<file path="src/rtl/sevenseg_capture.sv">
// Seven-segment receive path: glitch-filters the segment bus and reports each new stable
// pattern once as a decoded hex digit. Optional macro SEVENSEG_CAPTURE_BLANK_REPORT_EN enables blank events.
module sevenseg_capture #(
  parameter int STABLE_CYCLES = 4,
  parameter int CNT_W         = 8
) (
  input  logic       clk,
  input  logic       reset_n,
  input  logic [6:0] segments,
  input  logic       out_ready,
  input  logic       clr_overflow,
  output logic       out_valid,
  output logic [3:0] out_value,
  output logic       out_blank,
  output logic       out_err,
  output logic       overflow
);

  localparam logic [CNT_W-1:0] STABLE = CNT_W'(STABLE_CYCLES);

`ifdef SEVENSEG_CAPTURE_BLANK_REPORT_EN
  localparam bit BLANK_EN = 1'b1;
`else
  localparam bit BLANK_EN = 1'b0;
`endif

  // Returns {err, blank, value}.
  function automatic logic [5:0] decode(input logic [6:0] seg);
    logic [5:0] r;
    r = 6'b10_0000;
    case (seg)
      7'h7d: r = 6'h00;
      7'h60: r = 6'h01;
      7'h3e: r = 6'h02;
      7'h7a: r = 6'h03;
      7'h63: r = 6'h04;
      7'h5b: r = 6'h05;
      7'h5f: r = 6'h06;
      7'h70: r = 6'h07;
      7'h7f: r = 6'h08;
      7'h7b: r = 6'h09;
      7'h77: r = 6'h0a;
      7'h4f: r = 6'h0b;
      7'h1d: r = 6'h0c;
      7'h6e: r = 6'h0d;
      7'h1f: r = 6'h0e;
      7'h17: r = 6'h0f;
      7'h00: r = 6'b01_0000;
      default: r = 6'b10_0000;
    endcase
    return r;
  endfunction

  logic [6:0]       seg_q;
  logic [6:0]       cand;
  logic [6:0]       cand_next;
  logic [6:0]       last_reported;
  logic             have_reported;
  logic [CNT_W-1:0] cnt;
  logic [CNT_W-1:0] cnt_next;
  logic             evt;
  logic             emit;
  logic             drop;
  logic             load;
  logic [3:0]       dec_value;
  logic             dec_blank;
  logic             dec_err;
  logic             blank_q;

  // Output handshake: an event is transferred on any edge where out_valid=1 and out_ready=1;
  // the payload is held stable while out_valid=1, and an event arriving into a full,
  // unaccepted slot is dropped and recorded in overflow.
  always_comb begin
    cand_next = cand;
    cnt_next  = cnt;
    if (seg_q != cand) begin
      cand_next = seg_q;
      cnt_next  = CNT_W'(1);
    end else if (cnt < STABLE) begin
      cnt_next = cnt + 1'b1;
    end
    evt = (cnt_next == STABLE) && (cnt != STABLE) &&
          (!have_reported || (cand_next != last_reported));
    {dec_err, dec_blank, dec_value} = decode(cand_next);
    // Suppressed blanks still count as reported, so the next digit is seen as new.
    emit = evt && (BLANK_EN || !dec_blank);
    drop = emit && out_valid && !out_ready;
    load = emit && !drop;
  end

  always_ff @(posedge clk) begin
    if (!reset_n) begin
      seg_q         <= '0;
      cand          <= '0;
      cnt           <= '0;
      last_reported <= '0;
      have_reported <= 1'b0;
      out_valid     <= 1'b0;
      out_value     <= '0;
      blank_q       <= 1'b0;
      out_err       <= 1'b0;
      overflow      <= 1'b0;
    end else begin
      seg_q <= segments;
      cand  <= cand_next;
      cnt   <= cnt_next;
      if (evt) begin
        last_reported <= cand_next;
        have_reported <= 1'b1;
      end
      if (load) begin
        out_valid <= 1'b1;
        out_value <= dec_value;
        blank_q   <= dec_blank;
        out_err   <= dec_err;
      end else if (out_valid && out_ready) begin
        out_valid <= 1'b0;
      end
      if (drop) begin
        overflow <= 1'b1;
      end else if (clr_overflow) begin
        overflow <= 1'b0;
      end
    end
  end

  assign out_blank = BLANK_EN && blank_q;

endmodule
</file>
<file path="config.mk">
export PLATFORM = sky130hd
export DESIGN_NAME = sevenseg_capture
export DESIGN_NICKNAME = d
export VERILOG_FILES = /design/src/rtl/sevenseg_capture.sv
export SDC_FILE = /design/constraint.sdc
export NUM_CORES = 1
export LEC_CHECK = 0
export BUFFER_PORTS_ARGS = -buffer_cell sky130_fd_sc_hd__clkbuf_2
export CAP_MARGIN = 20
export CORE_MARGIN = 4
export CORE_UTILIZATION = 58
export DETAILED_ROUTE_END_ITERATION = 8
export GPL_ROUTABILITY_DRIVEN = 0
export GPL_TIMING_DRIVEN = 0
export PLACE_DENSITY_LB_ADDON = 0.3
export SYNTH_ARGS = -nofsm -noshare
export SYNTH_HDL_FRONTEND = slang
export SYNTH_SLANG_ARGS = --single-unit
</file>
<file path="constraint.sdc">
create_clock -name clk -period 2.1 [get_ports clk]
set_clock_uncertainty 0.05 [all_clocks]
set_input_delay 0.42 -clock clk [delete_from_list [all_inputs] [get_ports clk]]
set_output_delay 0.42 -clock clk [all_outputs]
set_load 0.01 [all_outputs]
</file>
==> impl_metrics.json <==
{
  "outcome": "completed",
  "critPathKind": "flip-flop to flip-flop",
  "power.leakage_nw": 0.838,
  "dp_cells": 280,
  "drcViolationCount": 0,
  "routed_wl_um": 4500,
  "grt_use_total_pct": 23.3,
  "clkSlewWorstSetupHoldPaths_ns": 0.11,
  "power_switching_share_pct": 23.7,
  "dr.first_iter.drc_count": 130,
  "setup_violations": 0,
  "stdcell_count": 289,
  "synth-compound-area-share_pct": 12.6,
  "finalCritPeriodShare_pct": 94.2,
  "area_growth_syn_to_layout_pct": 13.8,
  "final_nets": 257,
  "holdCritStartpoint": "segments[2]",
  "dpl_worst_slack_ns": -0.0201,
  "rows": 20,
  "reg2reg_from": "cnt[0]",
  "synth-simple-area-share_pct": 30.0,
  "seq_area_frac_synth_pct": 38.5,
  "rsz0062_at_grt": "no",
  "synth_top_family_by_area": "simple AND/OR/NAND/NOR gates",
  "initial_core_util_pct": 62.0,
  "root_buffer": "clkbuf_4",
  "synth.top_cell.area_share_pct": 38.5,
  "clk-insertion-delay-late_ns": 0.34,
  "min_period_ns": 1.98,
  "end_kind": "flip-flop",
  "clock_power_share_pct": 36.3,
  "synthArstFlopShare_pct": 0,
  "switching_power_mw": 0.334,
  "clock_path_buffers": 2,
  "ir_drop_mv": 0.551,
  "final.setup.worst_slack_ns": 0.122,
  "syn-cell-area_sq_mm": 0.00192,
  "combPwrFrac_pct": 12.0,
  "ys_ff_latch": 37,
  "via_count": 1690,
  "slew_viol_final": 0,
  "path_buf_inv": 3,
  "grt_max_degree": 12,
  "grt_overflow_total": 0,
  "path_max_fanout": 5,
  "synth.avg_cell_area_sq_um": 8.79,
  "synth_largest_area_cell": "dfxtp_1",
  "synth_cell_types": 52,
  "antenna_found_initial": 0,
  "fp.coreArea_sq_mm": 0.00310,
  "portBuffers": 17,
  "ys.flop_type": "dfxtp_1",
  "p_int_mw": 1.07,
  "ant_nets": 0,
  "total_power_mw": 1.41,
  "dpl.hpwl_um": 3110,
  "fmax_mhz": 506,
  "cts_made_buffers": 5,
  "synthAdderAreaFrac_pct": 1.30,
  "synth_warnings": 0,
  "crit_family": "simple AND/OR/NAND/NOR gates",
  "synth_xor_xnor_area_share_pct": 7.28,
  "drive_gt1_share_pct": 22.9,
  "postCtsHoldBufs": 0,
  "hold_end": "seg_q[2]",
  "muxShareOfSynthArea_pct": 2.15,
  "p_per_area_mw_per_mm2": 643,
  "drv_cap": 0,
  "final_util_pct": 70.6,
  "htree_levels": 2,
  "hold_viol": 0,
  "grt_pass1_vias": 1600,
  "synth.area.top_cells": "dfxtp_1 38%, xnor2_1 5.5%, and2_1 4.9%",
  "grt_pass1_wl_um": 7660,
  "hold_path.class": "input pin to flip-flop",
  "n_antenna_cell": 0,
  "die_h_um": 65.6,
  "final_cell_mix": "35 x dfxtp_1, 19 x clkbuf_2, 17 x nand2_1, 15 x and2_1, 15 x nand3_1",
  "r2r_cells": 9,
  "layout_commonest_cell": "dfxtp_1",
  "fp.dieW_um": 65.6,
  "dr.pass1.iters": 4,
  "dieArea_sq_mm": 0.00430,
  "critPathMaxStageDelay_ns": 0.33,
  "cpMaxStageDelayCell": "dfxtp_2",
  "viasPerCell": 5.85,
  "tritoncts": "done",
  "critPathRequiredTime_ns": 2.32,
  "holdPathStages": 2,
  "reg2reg_slack_ns": 0.12,
  "synthCells": 219,
  "rr_endpoint": "out_err",
  "syn_nets": 232,
  "wl_per_cell_um": 15.6,
  "worstPathArrival_ns": 2.20,
  "cts.sinks": 37,
  "critPathLaunchType": "flip-flop",
  "ios": 19,
  "crit_chain": "inv_1, ha_4, nor4bb_1, a31oi_1, nor4_2, buf_4, and2_1, buf_6, mux2i_1",
  "synth_edf_count": 0,
  "pwr-share-seq_pct": 51.6
}
-- logic make-up (layout without fill, tap and decap cells) --
kind of cell,Yosys count,after routing
compound gates,36,36
xor+xnor,16,16
fa+ha+maj,2,2
buf+inv,25,51
flops,37,37
mux,4,4
other cells,1,1
simple gates,98,98
-- stage by stage --
step | hold slack [ns] | setup TNS [ns] | cell area, sq um
final | 0.232 | 0 | 2190
after floorplan | 0.382 | 0 | 1920
after CTS | 0.226 | 0 | 2170
after global placement | 0.394 | 0 | 2060
after global routing | 0.225 | 0 | 2190
after detailed placement | 0.399 | -0.0501 | 2060
-- worst max-delay path by stage --
stage	end	from	slack, ns	depth (start not counted)
6_report	out_err	cnt[0]	0.12	9
5_1_grt	out_err	cnt[1]	0.02	9
4_1_cts	out_value[2]	cnt[1]	0.004	9
3_5_place_dp	out_value[2]	cnt[0]	-0.02	8
3_3_place_gp	overflow	seg_q[0]	0.02	7
2_1_floorplan	out_value[3]	cnt[0]	0.31	8
-- registers in the layout, indices dropped and copies added, names as in the netlist --
| name | count |
|---|---|
| out_valid | 1 |
| out_value | 4 |
| cand | 7 |
| seg_q | 7 |
| out_err | 1 |
| last_reported | 7 |
| have_reported | 1 |
| overflow | 1 |
| cnt | 8 |
-- power by group through the flow --
stage | sequential [mW] | combinational (mW) | clock [mW]
after floorplan | 0.738 | 0.122 | 0
after global placement | 0.740 | 0.160 | 0
after detailed placement | 0.741 | 0.162 | 0
after CTS | 0.724 | 0.166 | 0.521
after global routing | 0.729 | 0.185 | 0.560
final | 0.726 | 0.169 | 0.511
-- worst reg2reg max path, cell delays in order, from the launching register on --
cell	delay, ns
dfxtp_2	0.33
inv_1	0.11
ha_4	0.22
nor4bb_1	0.31
a31oi_1	0.11
nor4_2	0.17
buf_4	0.17
and2_1	0.13
buf_6	0.13
mux2i_1	0.18
-- synth_stat cells, drive strengths merged (5+ instances only) --
cell type and number:
dfxtp 37, a21oi 8, o21ai 9, nor4 8, and2 15, and3 5, buf 11, nand2 17
inv 5, xnor2 12, nor2 10, clkbuf 9, nand3 15
-- layout make-up --
| type | instances | area (sq um) |
|---|---|---|
| buffer | 19 | 139 |
| clock buffer | 7 | 55.1 |
| clock inverter | 1 | 30.0 |
| fill | 262 | 913 |
| inverter | 5 | 18.8 |
| multi-input combinational | 157 | 1050 |
| sequential | 37 | 743 |
| tap | 44 | 55.1 |
| timing repair buffer | 19 | 100 |
-- what timing repair did --
action | 4_1_cts | 5_1_grt
resized for setup | 2 | 7
setup buffers | 2 | 0
pin swaps | 2 | 2
endpoints found under the setup margin | 13 | 15
endpoints found under the hold margin | 0 | 0
-- routing by layer --
layer | vias up | share of wire [%] | GRT usage [%]
li1 | 818 | - | -
met1 | 788 | 42 | 30.0
met2 | 69 | 47 | 37.7
met3 | 15 | 8.2 | 6.50
met4 | 0 | 2.5 | 7.51
met5 | - | 0 | 0
No activity file was read; power rests on OpenSTA's default activity.
